$ cat config.mk
export PLATFORM = sky130hd
export DESIGN_NAME = vu_pixel_mapper
export DESIGN_NICKNAME = d
export VERILOG_FILES = /design/src/rtl/vu_pkg.sv /design/src/rtl/vu_level_calc.sv /design/src/rtl/vu_pixel_mapper.sv
export SDC_FILE = /design/constraint.sdc
export NUM_CORES = 1
export LEC_CHECK = 0
export CAP_MARGIN = 20
export CORE_MARGIN = 4
export CORE_UTILIZATION = 34
export CTS_CLUSTER_SIZE = 16
export DETAILED_ROUTE_END_ITERATION = 16
export PLACE_DENSITY = 0.6
export SETUP_SLACK_MARGIN = 0.1
export SYNTH_ARGS = -nofsm -noshare
export SYNTH_HDL_FRONTEND = slang
export SYNTH_HIERARCHICAL = 1
export SYNTH_SLANG_ARGS = --single-unit
$ cat constraint.sdc
create_clock -name i_clk -period 9 [get_ports i_clk]
set_input_delay 1.8 -clock i_clk [delete_from_list [all_inputs] [get_ports i_clk]]
set_output_delay 1.8 -clock i_clk [all_outputs]
set_load 0.01 [all_outputs]
$ cat src/rtl/vu_pkg.sv
`default_nettype none
// ============================================================================
// Module      : vu_pkg
// Description : Shared helpers for the VU-meter pixel mapper: GRB packing,
//               zone colour constants and index-width derivation.
// Revision    : 1.0 - initial release
// ============================================================================
package vu_pkg;

    localparam int GRB_W = 24;

    // Index width for a bar of 'leds' pixels, never narrower than one bit.
    function automatic int vu_idx_w(input int leds);
        return (leds > 2) ? $clog2(leds) : 1;
    endfunction

    // NeoPixel wire order is green, red, blue.
    function automatic logic [GRB_W-1:0] grb_pack(input logic [7:0] g,
                                                  input logic [7:0] r,
                                                  input logic [7:0] b);
        return {g, r, b};
    endfunction

    function automatic logic [GRB_W-1:0] color_green(input logic [7:0] bright);
        return grb_pack(bright, 8'h00, 8'h00);
    endfunction

    function automatic logic [GRB_W-1:0] color_yellow(input logic [7:0] bright);
        return grb_pack(bright, bright, 8'h00);
    endfunction

    function automatic logic [GRB_W-1:0] color_red(input logic [7:0] bright);
        return grb_pack(8'h00, bright, 8'h00);
    endfunction

    function automatic logic [GRB_W-1:0] color_off();
        return '0;
    endfunction

    // Colour of a lit pixel depending on which zone of the bar it sits in.
    function automatic logic [GRB_W-1:0] zone_color(input int         idx,
                                                    input int         yel_start,
                                                    input int         red_start,
                                                    input logic [7:0] bright);
        if (idx < yel_start) begin
            return color_green(bright);
        end
        if (idx < red_start) begin
            return color_yellow(bright);
        end
        return color_red(bright);
    endfunction

endpackage
`default_nettype wire

$ cat src/rtl/vu_level_calc.sv
`default_nettype none
// ============================================================================
// Module      : vu_level_calc
// Description : Sample magnitude, per-frame peak envelope, frame counter and
//               scaling of the captured envelope into a 0..LEDS bar length.
// Revision    : 1.0 - initial release
// ============================================================================
module vu_level_calc
    import vu_pkg::*;
#(
    parameter int  LEDS         = 5,
    parameter int  SAMPLE_W     = 12,
    parameter int  FRAME_CYCLES = 480000,
    localparam int LVL_W        = vu_idx_w(LEDS) + 1
) (
    input  logic                       clk,
    input  logic                       rst_n,
    input  logic                       sample_valid,
    input  logic signed [SAMPLE_W-1:0] sample,
    output logic [LVL_W-1:0]           lvl,
    output logic                       lvl_valid
);

    localparam int MAG_W  = SAMPLE_W - 1;
    localparam int CNT_W  = (FRAME_CYCLES > 1) ? $clog2(FRAME_CYCLES) : 1;
    localparam int PROD_W = MAG_W + $clog2(LEDS + 2);

    localparam logic [CNT_W-1:0]  CNT_LAST = CNT_W'(FRAME_CYCLES - 1);
    localparam logic [CNT_W-1:0]  CNT_ONE  = CNT_W'(1);
    localparam logic [MAG_W-1:0]  MAG_ONE  = MAG_W'(1);
    localparam logic [PROD_W-1:0] SCALE    = PROD_W'(LEDS + 1);
    localparam logic [PROD_W-1:0] LEDS_P   = PROD_W'(LEDS);

    logic [CNT_W-1:0]  frame_cnt;
    logic              tick;
    logic [MAG_W-1:0]  mag;
    logic [MAG_W-1:0]  env;
    logic [PROD_W-1:0] prod;
    logic [PROD_W-1:0] scaled;
    logic [LVL_W-1:0]  lvl_next;

    assign tick = (frame_cnt == CNT_LAST);

    // Absolute value; the most negative code has no positive twin and clips
    // to full scale. The low bits of the two's complement negation are exact
    // for every other negative input.
    always_comb begin
        mag = sample[MAG_W-1:0];
        if (sample[SAMPLE_W-1]) begin
            if (sample[MAG_W-1:0] == '0) begin
                mag = '1;
            end else begin
                mag = ~sample[MAG_W-1:0] + MAG_ONE;
            end
        end
    end

    // Bar length from the finished window: full-width product, then clip.
    always_comb begin
        prod     = PROD_W'(env) * SCALE;
        scaled   = prod >> MAG_W;
        lvl_next = (scaled > LEDS_P) ? LVL_W'(LEDS) : scaled[LVL_W-1:0];
    end

    // Frame counter, envelope tracking and level capture on the wrap cycle.
    always_ff @(posedge clk) begin
        if (!rst_n) begin
            frame_cnt <= '0;
            env       <= '0;
            lvl       <= '0;
            lvl_valid <= 1'b0;
        end else begin
            lvl_valid <= tick;
            if (tick) begin
                frame_cnt <= '0;
                lvl       <= lvl_next;
                // A sample landing on the wrap cycle opens the next window.
                env       <= sample_valid ? mag : '0;
            end else begin
                frame_cnt <= frame_cnt + CNT_ONE;
                if (sample_valid && (mag > env)) begin
                    env <= mag;
                end
            end
        end
    end

endmodule
`default_nettype wire

$ cat src/rtl/vu_pixel_mapper.sv
`default_nettype none
// ============================================================================
// Module      : vu_pixel_mapper
// Description : VU-meter front end for the NeoPixel driver. Tracks the frame
//               peak of the audio, starts one driver refresh per frame and
//               answers the driver's pixel index with a GRB colour taken
//               from a snapshot frozen at refresh start.
//               Optional build macro VU_PEAK_HOLD_EN adds a held, slowly
//               decaying peak dot above the bar.
// Revision    : 1.0 - initial release
// ============================================================================
module vu_pixel_mapper
    import vu_pkg::*;
#(
    parameter int         LEDS         = 5,
    parameter int         SAMPLE_W     = 12,
    parameter int         FRAME_CYCLES = 480000,
    parameter int         HOLD_FRAMES  = 50,
    parameter int         YEL_START    = 3,
    parameter int         RED_START    = 4,
    parameter logic [7:0] BRIGHT       = 8'h07,
    localparam int        IDX_W        = vu_idx_w(LEDS)
) (
    input  logic                       i_clk,
    input  logic                       i_rst_n,
    input  logic                       i_sample_valid,
    input  logic signed [SAMPLE_W-1:0] i_sample,
    input  logic                       i_rdy,
    input  logic [IDX_W-1:0]           i_color_reg,
    output logic                       o_en,
    output logic [GRB_W-1:0]           o_color_data,
    output logic [IDX_W:0]             o_level
);

    localparam logic [IDX_W:0] LEDS_L  = (IDX_W + 1)'(LEDS);
    localparam logic [IDX_W:0] LVL_ONE = (IDX_W + 1)'(1);

    if ((LEDS < 1) || (HOLD_FRAMES < 0) || (YEL_START > RED_START)) begin : g_param_check
        $error("vu_pixel_mapper: inconsistent parameter set");
    end

    logic [IDX_W:0]   lvl;
    logic             lvl_valid;
    logic             pending;
    logic             refresh_start;
    logic [IDX_W:0]   disp_level;
    logic [IDX_W:0]   idx_ext;
    logic [GRB_W-1:0] zone;
    logic [GRB_W-1:0] color_data;

    vu_level_calc #(
        .LEDS         (LEDS),
        .SAMPLE_W     (SAMPLE_W),
        .FRAME_CYCLES (FRAME_CYCLES)
    ) u_level_calc (
        .clk          (i_clk),
        .rst_n        (i_rst_n),
        .sample_valid (i_sample_valid),
        .sample       (i_sample),
        .lvl          (lvl),
        .lvl_valid    (lvl_valid)
    );

    // The driver is only kicked while it reports idle; held off during reset.
    assign refresh_start = pending & i_rdy & i_rst_n;

    // Refresh request flag and bar snapshot; ticks that arrive while a
    // request is still waiting merge into it since lvl always holds the latest.
    always_ff @(posedge i_clk) begin
        if (!i_rst_n) begin
            pending    <= 1'b0;
            disp_level <= '0;
        end else begin
            if (lvl_valid) begin
                pending <= 1'b1;
            end else if (refresh_start) begin
                pending <= 1'b0;
            end
            if (refresh_start) begin
                disp_level <= lvl;
            end
        end
    end

`ifdef VU_PEAK_HOLD_EN
    localparam int HOLD_W = (HOLD_FRAMES > 0) ? $clog2(HOLD_FRAMES + 1) : 1;
    localparam logic [HOLD_W-1:0] HOLD_ONE  = HOLD_W'(1);
    localparam logic [HOLD_W-1:0] HOLD_LOAD = HOLD_W'(HOLD_FRAMES);

    logic [IDX_W:0]    peak;
    logic [IDX_W:0]    disp_peak;
    logic [HOLD_W-1:0] hold;

    // Peak dot: jumps up with the bar, waits out the hold time, then sinks
    // one pixel per frame. While sinking peak > lvl, so peak-1 >= lvl.
    always_ff @(posedge i_clk) begin
        if (!i_rst_n) begin
            peak      <= '0;
            hold      <= '0;
            disp_peak <= '0;
        end else begin
            if (lvl_valid) begin
                if (lvl >= peak) begin
                    peak <= lvl;
                    hold <= HOLD_LOAD;
                end else if (hold != '0) begin
                    hold <= hold - HOLD_ONE;
                end else begin
                    peak <= peak - LVL_ONE;
                end
            end
            if (refresh_start) begin
                disp_peak <= peak;
            end
        end
    end
`endif

    assign idx_ext = {1'b0, i_color_reg};
    assign zone    = zone_color(int'(i_color_reg), YEL_START, RED_START, BRIGHT);

    // Pixel colour lookup against the frozen snapshot.
    always_comb begin
        color_data = color_off();
        if (idx_ext < LEDS_L) begin
            if (idx_ext < disp_level) begin
                color_data = zone;
            end
`ifdef VU_PEAK_HOLD_EN
            else if ((disp_peak > disp_level) && (idx_ext == (disp_peak - LVL_ONE))) begin
                color_data = zone;
            end
`endif
        end
    end

    assign o_en         = refresh_start;
    assign o_color_data = color_data;
    assign o_level      = disp_level;

endmodule
`default_nettype wire

======== After elaboration in Yosys (flattened, before gate mapping) ========
Index checks and enable logic that the tools add are counted.
word-level totals
  output and inout bits ................... 29
  memories kept ........................... 0
  logic and storage cells ................. 42
  RAM bits ................................ 0
  flip-flop bits (word level) ............. 40
  bits in latches ......................... 0
  memory bits (read-only) ................. 0
cells by class
  eq/ne operators ......................... 1
  reductions and logical operators ........ 5
  $mul .................................... 1
  shift-type cells ........................ 0
  bitwise operators ....................... 4
  divide/modulo/power cells ............... 0
  mux-type cells .......................... 17
  $lt $le $gt $ge ......................... 6
  add/subtract/negate cells ............... 2
operator list
  cell                                                                   number
  24-bit two-way mux                                                     6
  11-bit two-way mux                                                     5
  19-bit by 1-bit adder with 19-bit output (second input constant)       1
  19-bit equality test (second input constant)                           1
  11-bit by 2-bit multiplier with 13-bit output (second input constant)  1
  11-bit by 1-bit adder with 11-bit output (second input constant)       1
  11-bit > comparator                                                    1
  11-bit zero test                                                       1
  11-bit inverter                                                        1
  3-bit < comparator (second input constant)                             2
  1-bit two-way mux                                                      5
  3-bit by 4-bit < comparator with 1-bit output                          1
  2-bit nonzero test                                                     2
  3-bit > comparator (second input constant)                             1
  3-bit by 2-bit < comparator with 1-bit output (second input constant)  1
  3-bit two-way mux                                                      1
  1-bit AND                                                              2
  2-bit OR reduction                                                     1
  1-bit logical AND                                                      1
  1-bit inverter                                                         1

======== Longest topological paths before layout ========
Gate-level depths: netlist (run 1).
  depth in word-level cells ............... 8
  gate-level depth with buffers ........... 14
  mapped depth without buffers ............ 13

======== Cells and area by module ========
The synthesis (run 1) kept the hierarchy.
modules (own cells, without submodules)
  module           instances  cells an instance  area an instance (sq um)
  vu_level_calc    1          250                2155.8
  vu_pixel_mapper  1          57                 434.2

======== Worst setup path after synthesis (run 1) ========
OpenSTA, ideal clock, no wires.
  kind .................................... input -> output
  from .................................... input i_color_reg[1]
  to ...................................... output o_color_data[10]
  buffers on the path ..................... 1
  cell stages on the path ................. 4
  arrival time ............................ 2806 ps
  path slack .............................. 4394 ps
  cells stage by stage .................... ha_1 > a211o_1 > a21oi_1 > buf_4
between the ends
  longest elaborated chain between the ends .. 7
ends and longest elaborated chain
  item                             line                    source
  start, declared                  vu_pixel_mapper.sv:29   input logic [IDX_W-1:0] i_color_reg,
  3-bit < comparator               vu_pkg.sv:48            if (idx < red_start) begin
  1-bit two-way mux (2 in series)  vu_pkg.sv:48
  24-bit two-way mux               vu_pkg.sv:51            return color_red(bright);
  24-bit two-way mux               vu_pkg.sv:48
  24-bit two-way mux               vu_pixel_mapper.sv:126  if (idx_ext < disp_level) begin
  24-bit two-way mux *             vu_pixel_mapper.sv:125  if (idx_ext < LEDS_L) begin
  end, declared                    vu_pixel_mapper.sv:31   output logic [GRB_W-1:0] o_color_data,
Mark *: on every way between the ends. The rest lies on a longest branch, timed or not. The select of a mux whose other input is x is not followed.

======== Final worst setup path (run 1) ========
  from .................................... input i_color_reg[1]
  to ...................................... output o_color_data[18]
Same word-level chain as after synthesis.

==> impl_metrics.csv, run 1 <==
group,metric,value,unit
outcome,outcome,"finished clean",
timing,hold_viol,0,
timing,final_worst_path_period_share,0.603,
placement,pre_cts_ws,3.54,ns
placement,io_buffers,29,
global_route,first_global_vias,1900,
logic_synthesis,post_synth_inst_count,307,
logic_synthesis,synth_edf_count,0,
placement,hpwlAfterDp,3.84,mm
timing,worst-slew-pin-transition,0.872,ns
job,cap_viol_max_count,0,
logic_synthesis,synth_top_family_by_area,"simple AND/OR/NAND/NOR gates",
power_and_ir_drop,p_leak,1.19,nW
logic_synthesis,synth_seq_area_share,0.301,
timing,finalSetupViolations,0,
timing,achievable-frequency,0.184,GHz
setup_path,critical_path.most_common_cell,"sky130_fd_sc_hd__clkdlybuf4s50_1",
logic_synthesis,muxShareOfSynthArea,0.0116,
timing,slew_violations,0,
logic_synthesis,synthesis.area,2590,sq um
logic_synthesis,compound_cell_area_share_of_the_yosys_netlist,0.148,
finish,drive_gt1_frac,0.0393,
finish,area_delta_synth_final,13.8,%
floorplan,overall_die_area,9080,sq um
setup_path,arrival,3.62,ns
setup_path,required,7.20,ns
setup_path,cp-end-kind,"output port",
timing,final_period_minus_worst_setup_slack,5.42,ns
floorplan,start_util,0.353,
clocking,tritoncts.num_buffers,5,
finish,multi_input_comb_area,1570,sq um
finish,layout.nets,375,
setup_path,critical-path-max-stage-delay,0.59,ns
drt,drt_first_iter_violations,56,
timing,fin_tns_setup,0,ns
clocking,cts.repair_timing.setup_buffer_count,0,
finish,antenna_cells_inserted,0,
clocking,clock_latency,0.29,ns
floorplan,design.portCount,48,
clocking,clock_tree.htree_level_count,2,
clocking,cts-root-buf,"sky130_fd_sc_hd__clkbuf_8",
drt,routed_wl,5.00,mm
logic_synthesis,yosysTopAreaCellShare,0.301,
timing,postLayoutSetupSlackWorst,3.58,ns
floorplan,die_h,95.3,um
floorplan,design.core.area,7330,sq um
floorplan,floorplan.die.width,95.3,um
logic_synthesis,synthTopCellsByArea,"sky130_fd_sc_hd__dfxtp_1, sky130_fd_sc_hd__ha_1, sky130_fd_sc_hd__buf_4",
power_and_ir_drop,vdd_ir_drop_max,52.3,uV
logic_synthesis,yosys_register_bits,39,
timing,rsz0062_at_grt,"no",
drt,firstDrtPassIters,4,
logic_synthesis,synth_adder_area_share,0.126,
logic_synthesis,post_synth.cell_area_avg,8.44,sq um
logic_synthesis,async_reset_ff_frac,0,
setup_path,timing.setup.critical_path_class,"in -> out",
drt,dr_wl_met2,2.19,mm
drt,routed_met3_length,229,um
global_route,globalRouteTotalUtil,0.113,
placement,area_of_placed_instances,2830,sq um
drt,top_layer,"met4",
drt,route.antenna.remaining_nets,0,
drt,detailroute.via_count,2067,
finish,fillerInstances,734,
drt,viasPerCell,4.81,
floorplan,rows,31,
setup_path,start_kind,"input port",
finish,final_instance_area,2950,sq um
timing,relSlewSlack,0.418,
global_route,grt_first_pass_wirelength,8.34,mm
clocking,cts_hold_repair.buffers,0,
min_path,hold_path.class,"reg -> reg",
global_route,overflow,0,
timing,hold-worst-slack,0.443,ns
setup_path,cpMaxStageDelayCell,"sky130_fd_sc_hd__clkdlybuf4s50_1",
clocking,clkTransAtPathRegs,0.08,ns
setup_path,worstPathMaxFanout,3,
clocking,ctsLongestPathBuffers,2,
clocking,tritoncts_sink_count,39,
global_route,grt_max_degree,21,
power_and_ir_drop,cellPowerDensity,139,nW/um^2
drt,wl_per_cell,11.6,um
finish,register_area,781,sq um
clocking,cts_tree,"built",
logic_synthesis,commonest_register_cell_after_synthesis,"sky130_fd_sc_hd__dfxtp_1",
clocking,post_cts_resized,0,
global_route,antenna_violations_before_repair,0,
drt,route.detailed.drc,0,
logic_synthesis,synth_warnings,6,
logic_synthesis,synth_top_cell_by_area,"sky130_fd_sc_hd__dfxtp_1",
logic_synthesis,synth_cell_type_count,52,
placement,routability_driven_placement_congestion_ratio,0.774,
drt,wl_met1,2.53,mm
logic_synthesis,yosys.area_share.simple,0.225,
finish,finalCoreUtilization,0.402,
timing,finClkSkew,0.00566,ns
setup_path,timing.critical_path.cells,"clkdlybuf4s50_1 -> ha_1 -> a211o_1 -> a21oi_1 -> clkdlybuf4s50_1",
logic_synthesis,post_synth_xor_area_fraction,0.0676,
==> worst max-delay path, delay by kind of cell <==
| family | cells | cell delay [ns] |
|---|---|---|
| buf+inv | 2 | 1.03 |
| fa+ha+maj | 1 | 0.31 |
| compound gates | 2 | 0.49 |
==> where the power goes <==
| part | total (mW) | switching [mW] | internal [mW] |
|---|---|---|---|
| clock network | 0.145 | 0.0626 | 0.0826 |
| logic | 0.0789 | 0.0438 | 0.0351 |
| registers | 0.186 | 0.00723 | 0.179 |
| total | 0.410 | 0.114 | 0.296 |
==> final timing paths <==
| check | from | end | slack [ns] | depth (start not counted) |
|---|---|---|---|---|
| setup / recovery | i_color_reg[1] | o_color_data[18] | 3.58 | 5 |
| hold / removal | u_level_calc/lvl_valid | pending | 0.44 | 1 |
| setup reg to reg | u_level_calc/frame_cnt[13] | u_level_calc/env[6] | 6.38 | 5 |
| hold reg to reg | u_level_calc/lvl_valid | pending | 0.44 | 1 |
==> Yosys cell counts (all sizes together) (2+ instances only) <==
master / count
buf: 29
o31ai: 2
a32o: 10
and3: 7
xnor2: 7
nor2b: 2
o2bb2ai: 2
conb: 2
xor2: 13
o21a: 2
ha: 26
or4: 3
or3: 2
inv: 19
dfxtp: 39
and2: 3
nand4: 6
mux2i: 3
nor2: 35
a211oi: 3
nand2: 23
nor3: 5
nand3: 16
nor4: 2
o21ai: 10
a21oi: 14
nor3b: 2
==> cell families (layout without fill, tap and decap cells) <==
group | count (synthesis) | count (layout)
other | 2 | 19
AND/OR/NAND/NOR | 114 | 114
buffers and inverters | 49 | 56
flip-flops | 39 | 39
XOR/XNOR | 20 | 20
adder cells (fa/ha/maj) | 26 | 26
multiplexers | 3 | 3
AO/OA/AOI/OAI | 54 | 54
==> layer usage <==
layer,global-route usage,vias up
li1,-,1093
met1,0.152,927
met2,0.183,43
met3,0.0197,4
met4,0.0325,0
met5,0,-
==> state kept, by name (all words and copies together), names as in the netlist <==
signal                  flops
u_level_calc/lvl            3
u_level_calc/lvl_valid      1
u_level_calc/frame_cnt     19
pending                     1
u_level_calc/env           11
o_level                     4
==> layout by cell type (no fill, tap or decap), drive strengths merged, types with 2 or more instances in the layout <==
cell type,n
inv,19
nand3,16
o2bb2ai,2
nor2,35
and3,7
a211oi,3
nor4,2
clkbuf,5
conb,19
clkinv,2
clkdlybuf4s50,29
or3,2
ha,26
o31ai,2
xor2,13
and2,3
o21a,2
nor3,5
mux2i,3
or4,3
a32o,10
nand2,23
dfxtp,39
a21oi,14
nor3b,2
nor2b,2
xnor2,7
o21ai,10
nand4,6
==> metrics by stage <==
stage               std cells  total power, mW
finish                    430            0.410
detailed placement        422            0.268
CTS                       430            0.415
floorplan                 324            0.252
global route              430            0.435
global placement          422            0.267
==> cell type report <==
cell class                 count  area share
multi-input combinational    236       0.532
timing repair buffer          29      0.0985
clock buffer                   5      0.0234
inverter                      19      0.0242
tap                           99      0.0420
clock inverter                 3      0.0149
sequential                    39       0.265
No activity file was read; power rests on OpenSTA's default activity.
==> run 2, diff against run 1 <==
--- a/config.mk
+++ b/config.mk
@@ -10,7 +10,7 @@
 export CORE_UTILIZATION = 34
 export CTS_CLUSTER_SIZE = 16
 export DETAILED_ROUTE_END_ITERATION = 16
-export PLACE_DENSITY = 0.6
+export PLACE_DENSITY = 0.62
 export SETUP_SLACK_MARGIN = 0.1
 export SYNTH_ARGS = -nofsm -noshare
 export SYNTH_HDL_FRONTEND = slang
==> constraint.sdc (replaced) <==
create_clock -name i_clk -period 4.35 [get_ports i_clk]
set_input_delay 0.87 -clock i_clk [delete_from_list [all_inputs] [get_ports i_clk]]
set_output_delay 0.87 -clock i_clk [all_outputs]
set_load 0.01 [all_outputs]
==> run 2 against run 1 <==
Critical endpoint is now u_level_calc/env[9]. Clock-buffer cell count grew 1. Setup slack lost 3.3 ns. Critical path type is now in -> reg. Register-to-register slack lost 4.6 ns. Highest routed layer unchanged. Global-route usage grew 0.67 points.
==> impl_metrics.csv, run 2 (synthesis gave the netlist of run 1 again) <==
group,metric,value,unit
clocking,clkTransAtPathRegs,0.08,ns
setup_path,critical_path.most_common_cell,"sky130_fd_sc_hd__o21ai_0",
setup_path,timing.setup.critical_path_class,"in -> reg",
setup_path,timing.critical_path.cells,"clkdlybuf4s50_1 -> nor4_1 -> nand4_1 -> or3b_1 -> o21ai_0 -> ha_1 -> a21oi_1 -> o21ai_0 -> a2111oi_1 -> o21bai_1 -> buf_4 -> a32o_1",
setup_path,critical-path-max-stage-delay,0.51,ns
drt,drt_first_iter_violations,88,
outcome,outcome,"finished clean",
power_and_ir_drop,internal_power,0.564,mW
drt,detailroute.via_count,2146,
power_and_ir_drop,p_clk_frac,0.298,
floorplan,die_h,95.3,um
timing,hold_viol,0,
clocking,tritoncts.num_buffers,5,
timing,finClkSkew,0.00654,ns
floorplan,start_util,0.353,
timing,finalSetupViolations,0,
power_and_ir_drop,cellPowerDensity,265,nW/um^2
global_route,grt_max_degree,21,
finish,drive_gt1_frac,0.0729,
timing,slew_violations,0,
job,cap_viol_max_count,0,
floorplan,design.core.area,7330,sq um
clocking,cts.repair_timing.setup_buffer_count,0,
power_and_ir_drop,vdd_ir_drop_max,109,uV
timing,final_worst_path_period_share,0.926,
setup_path,cpMaxStageDelayCell,"sky130_fd_sc_hd__or3b_1",
timing,relSlewSlack,0.525,
min_path,hold_path.class,"reg -> reg",
clocking,cts_tree,"built",
drt,route.antenna.remaining_nets,0,
floorplan,design.portCount,48,
floorplan,overall_die_area,9080,sq um
timing,hold-worst-slack,0.440,ns
drt,routed_wl,5.26,mm
timing,worst-slew-pin-transition,0.712,ns
global_route,overflow,0,
placement,place.detailed.instances,434,
clocking,cts_hold_repair.buffers,0,
clocking,clock_tree.htree_level_count,2,
drt,firstDrtPassIters,4,
power_and_ir_drop,total_power_consumption,0.799,mW
global_route,grt_first_pass_wirelength,8.88,mm
finish,layout.cells.most_common,"sky130_fd_sc_hd__dfxtp_1",
setup_path,critPathBufInv,2,
setup_path,start_kind,"input port",
timing,achievable-frequency,0.248,GHz
timing,final_period_minus_worst_setup_slack,4.03,ns
finish,final_instance_area,3020,sq um
finish,layout.nets,387,
setup_path,required,4.53,ns
drt,route.detailed.drc,0,
finish,most-common-layout-cells,"sky130_fd_sc_hd__dfxtp_1, sky130_fd_sc_hd__nor2_1, sky130_fd_sc_hd__clkdlybuf4s50_1",
drt,viasPerCell,4.86,
power_and_ir_drop,combPwrFrac,0.220,
global_route,antenna_violations_before_repair,0,
drt,wl_per_cell,11.9,um
placement,hpwlAfterDp,4.15,mm
power_and_ir_drop,switching_share,0.294,
floorplan,rows,31,
finish,fillerInstances,727,
timing,rsz0062_at_grt,"no",
setup_path,critical_path.top_delay_family,"compound AO/OA/AOI/OAI gates",
global_route,globalRouteTotalUtil,0.119,
placement,routability_driven_placement_congestion_ratio,0.802,
setup_path,cp-end-kind,"flop",
finish,register_with_the_most_flip_flops,"u_level_calc/frame_cnt",
clocking,tritoncts_sink_count,39,
global_route,first_global_vias,2033,
power_and_ir_drop,p_leak,1.23,nW
clocking,clock_latency,0.29,ns
setup_path,worstPathMaxFanout,8,
finish,antenna_cells_inserted,0,
floorplan,floorplan.die.width,95.3,um
clocking,ctsLongestPathBuffers,2,
finish,final-instance-count-excl-fill,442,
power_and_ir_drop,net-switching-power,0.235,mW
finish,area_delta_synth_final,16.4,%
placement,io_buffers,29,
finish,finalCoreUtilization,0.411,
clocking,cts-root-buf,"sky130_fd_sc_hd__clkbuf_8",
setup_path,arrival,4.21,ns
finish,largest_reg_flops,19,
placement,area_of_placed_instances,2920,sq um
power_and_ir_drop,seqPwrFrac,0.482,
==> run 2: changes by cell type in the layout (fill, tap and decap cells not counted) <==
cell                         before  now
sky130_fd_sc_hd__bufinv_16        1    0
sky130_fd_sc_hd__nor3b_1          2    1
sky130_fd_sc_hd__a2111oi_0        1    0
sky130_fd_sc_hd__clkbuf_1         0    1
sky130_fd_sc_hd__clkinv_4         1    0
sky130_fd_sc_hd__nor3b_2          0    1
sky130_fd_sc_hd__buf_4            0   12
sky130_fd_sc_hd__clkinvlp_4       0    1
sky130_fd_sc_hd__a2111oi_1        0    1
==> run 2: repair_timing <==
action                                 4_1_cts  5_1_grt
endpoints found under the hold margin        0        0
setup endpoints to repair                    0       11
resized for setup                            0        2
==> run 2: layout make-up <==
class	instances	area, sq um	share of cell area
clock buffers	6	72.6	0.0241
multi-input cells	236	1570	0.522
flip-flops and latches	39	781	0.259
clock inverters	2	12.5	0.00415
inverters	19	71.3	0.0237
well taps	99	124	0.0411
repair buffers	41	380	0.126
==> run 2: worst paths after layout <==
kind / startpoint / end / slack [ns] / depth (start not counted)
hold reg to reg: u_level_calc/lvl_valid / pending / 0.44 / 1
hold / removal: u_level_calc/lvl_valid / pending / 0.44 / 1
setup / recovery: i_sample[9] / u_level_calc/env[9] / 0.32 / 12
setup reg to reg: u_level_calc/frame_cnt[13] / u_level_calc/env[9] / 1.76 / 6
==> run 2: per-layer routing <==
layer | vias to the layer above | GRT usage | routed length, um
met4 | 0 | 0.0385 | 59
met2 | 38 | 0.202 | 2460
met3 | 6 | 0.0229 | 179
met5 | - | 0 | 0
li1 | 1115 | - | -
met1 | 987 | 0.151 | 2560
==> run 2: power by group through the flow <==
stage	clock network [mW]	registers, mW	logic [mW]
6_report	0.238	0.385	0.176
5_1_grt	0.260	0.387	0.201
4_1_cts	0.244	0.385	0.176
3_5_place_dp	0	0.394	0.174
3_3_place_gp	0	0.393	0.170
2_1_floorplan	0	0.389	0.132
==> run 2: stage by stage <==
stage | setup slack [ns] | TNS, ns
6_report | 0.321 | 0
5_1_grt | 0.0995 | 0
4_1_cts | 0.285 | 0
3_5_place_dp | -0.00422 | -0.00627
3_3_place_gp | 0.132 | 0
2_1_floorplan | 0.881 | 0
==> run 3, diff against run 2 <==
--- a/config.mk
+++ b/config.mk
@@ -6,7 +6,6 @@
 export NUM_CORES = 1
 export LEC_CHECK = 0
 export CAP_MARGIN = 20
-export CORE_MARGIN = 4
 export CORE_UTILIZATION = 34
 export CTS_CLUSTER_SIZE = 16
 export DETAILED_ROUTE_END_ITERATION = 16
==> run 3 against run 2 <==
Sequential share of layout area grew 0.50 points. Die area shrank 12%. Power shrank 1.8%. Clock power shrank 2%. Utilization shrank 0.57 points. Cell area shrank 1.9%. Setup slack lost 0.041 ns. Maximum frequency shrank 1.0%. Clock-buffer cell count grew 1. Final cell count shrank 1.6%. Critical path type unchanged. Critical endpoint is now u_level_calc/env[3].
==> impl_metrics.csv, run 3 (synthesis gave the netlist of run 1 again) <==
group,metric,value,unit
timing,relSlewSlack,0.549,
placement,io_buffers,29,
min_path,hold_path.class,"reg -> reg",
timing,finalSetupViolations,0,
clocking,post_cts_resized,0,
timing,final_period_minus_worst_setup_slack,4.07,ns
drt,route.detailed.drc,0,
floorplan,floorplan.die.width,89.3,um
drt,firstDrtPassIters,4,
global_route,grt_first_pass_wirelength,7.91,mm
finish,largest_reg_flops,19,
clocking,clock_latency,0.29,ns
setup_path,required,4.53,ns
power_and_ir_drop,seqPwrFrac,0.490,
finish,antenna_cells_inserted,0,
timing,worst-slew-pin-transition,0.677,ns
clocking,cts_hold_repair.buffers,0,
drt,detailroute.via_count,2094,
power_and_ir_drop,p_clk_frac,0.297,
setup_path,cp-end-kind,"flop",
finish,fillerInstances,751,
power_and_ir_drop,vdd_ir_drop_max,98.6,uV
clocking,clock_tree.htree_level_count,2,
clocking,clkTransAtPathRegs,0.07,ns
power_and_ir_drop,p_leak,1.20,nW
power_and_ir_drop,internal_power,0.558,mW
finish,layout.cells.most_common,"sky130_fd_sc_hd__dfxtp_1",
power_and_ir_drop,net-switching-power,0.226,mW
placement,routability_driven_placement_congestion_ratio,0.792,
global_route,globalRouteTotalUtil,0.127,
timing,achievable-frequency,0.246,GHz
finish,register_with_the_most_flip_flops,"u_level_calc/frame_cnt",
finish,layout.nets,380,
finish,area_delta_synth_final,14.2,%
finish,most-common-layout-cells,"sky130_fd_sc_hd__dfxtp_1, sky130_fd_sc_hd__nor2_1, sky130_fd_sc_hd__clkdlybuf4s50_1",
clocking,cts-root-buf,"sky130_fd_sc_hd__clkbuf_8",
setup_path,worstPathMaxFanout,11,
finish,finalCoreUtilization,0.406,
floorplan,design.core.area,7290,sq um
drt,drt_first_iter_violations,60,
floorplan,rows,31,
floorplan,start_util,0.355,
clocking,cts.repair_timing.setup_buffer_count,0,
outcome,outcome,"finished clean",
drt,viasPerCell,4.81,
floorplan,die_h,89.3,um
timing,fin_tns_setup,0,ns
timing,finClkSkew,0.00190,ns
clocking,tritoncts.num_buffers,5,
setup_path,start_kind,"input port",
global_route,first_global_vias,1765,
global_route,overflow,0,
clocking,tritoncts_sink_count,39,
timing,slew_violations,0,
clocking,ctsLongestPathBuffers,2,
placement,hpwlAfterDp,3.76,mm
setup_path,timing.setup.critical_path_class,"in -> reg",
job,cap_viol_max_count,0,
floorplan,design.portCount,48,
power_and_ir_drop,total_power_consumption,0.784,mW
power_and_ir_drop,switching_share,0.288,
timing,rsz0062_at_grt,"no",
drt,routed_wl,4.85,mm
timing,hold_viol,0,
timing,final_worst_path_period_share,0.936,
drt,route.antenna.remaining_nets,0,
global_route,grt_max_degree,21,
drt,wl_per_cell,11.2,um
setup_path,arrival,4.25,ns
global_route,antenna_violations_before_repair,0,
clocking,cts_tree,"built",
power_and_ir_drop,cellPowerDensity,265,nW/um^2
finish,drive_gt1_frac,0.0506,
floorplan,overall_die_area,7970,sq um
power_and_ir_drop,combPwrFrac,0.213,
-- run 3: changes by cell type in the layout (fill, tap and decap cells not counted) --
cell                         before  now
sky130_fd_sc_hd__buf_4           12    5
sky130_fd_sc_hd__clkbuf_1         1    2
sky130_fd_sc_hd__clkinvlp_4       1    0
sky130_fd_sc_hd__nor3b_1          1    2
sky130_fd_sc_hd__nor3b_2          1    0
sky130_fd_sc_hd__o21bai_1         1    0
sky130_fd_sc_hd__o21bai_2         0    1
-- run 3: final cells by class --
| type | count | area [sq um] | area share |
|---|---|---|---|
| clock buffer | 7 | 76.3 | 0.0258 |
| clock inverter | 1 | 5.00 | 0.00169 |
| inverter | 19 | 71.3 | 0.0241 |
| multi-input combinational | 236 | 1570 | 0.532 |
| sequential | 39 | 781 | 0.264 |
| tap | 99 | 124 | 0.0419 |
| timing repair buffer | 34 | 328 | 0.111 |
-- run 3: path summary, 6_finish.rpt --
kind,from,end,slack [ns],cells past startpoint
worst max-delay path,i_sample[0],u_level_calc/env[3],0.28,12
worst min-delay path,u_level_calc/lvl_valid,pending,0.44,1
worst max register to register,u_level_calc/frame_cnt[13],u_level_calc/env[3],1.87,6
worst min register to register,u_level_calc/lvl_valid,pending,0.44,1
-- run 3: power groups by stage --
stage          clock network [mW]  registers (mW)  logic [mW]
6_report                    0.233           0.384       0.167
5_1_grt                     0.261           0.386       0.189
4_1_cts                     0.247           0.384       0.165
3_5_place_dp                    0           0.393       0.164
3_3_place_gp                    0           0.392       0.162
2_1_floorplan                   0           0.389       0.132
-- run 3: critical path: stages --
cell and delay [ns]:
sky130_fd_sc_hd__clkdlybuf4s50_1 0.47, sky130_fd_sc_hd__inv_1 0.09, sky130_fd_sc_hd__ha_1 0.23, sky130_fd_sc_hd__nand4_1 0.15, sky130_fd_sc_hd__or3b_1 0.51, sky130_fd_sc_hd__o21ai_0 0.22, sky130_fd_sc_hd__ha_1 0.34, sky130_fd_sc_hd__a21oi_1 0.13
sky130_fd_sc_hd__o21ai_0 0.09, sky130_fd_sc_hd__a2111oi_1 0.55, sky130_fd_sc_hd__o21bai_2 0.30, sky130_fd_sc_hd__a32o_1 0.32
-- run 3: per-layer routing --
metal  share of wire  up-vias  global-route usage
met5               0        -                   0
met4           0.010        0              0.0346
met3           0.039        5              0.0286
met2            0.43       51               0.204
met1            0.52      941               0.173
li1                -     1097                   -
-- run 3: stage by stage --
| step | cell area, sq um | instances | setup WS [ns] | hold WS, ns |
|---|---|---|---|---|
| 2_1_floorplan | 2650 | 324 | 0.881 | 0.418 |
| 5_1_grt | 2960 | 435 | 0.0797 | 0.488 |
| 4_1_cts | 2950 | 435 | 0.201 | 0.449 |
| 3_5_place_dp | 2870 | 427 | -0.0974 | 0.432 |
| 3_3_place_gp | 2870 | 427 | -0.101 | 0.424 |
| 6_report | 2960 | 435 | 0.280 | 0.445 |
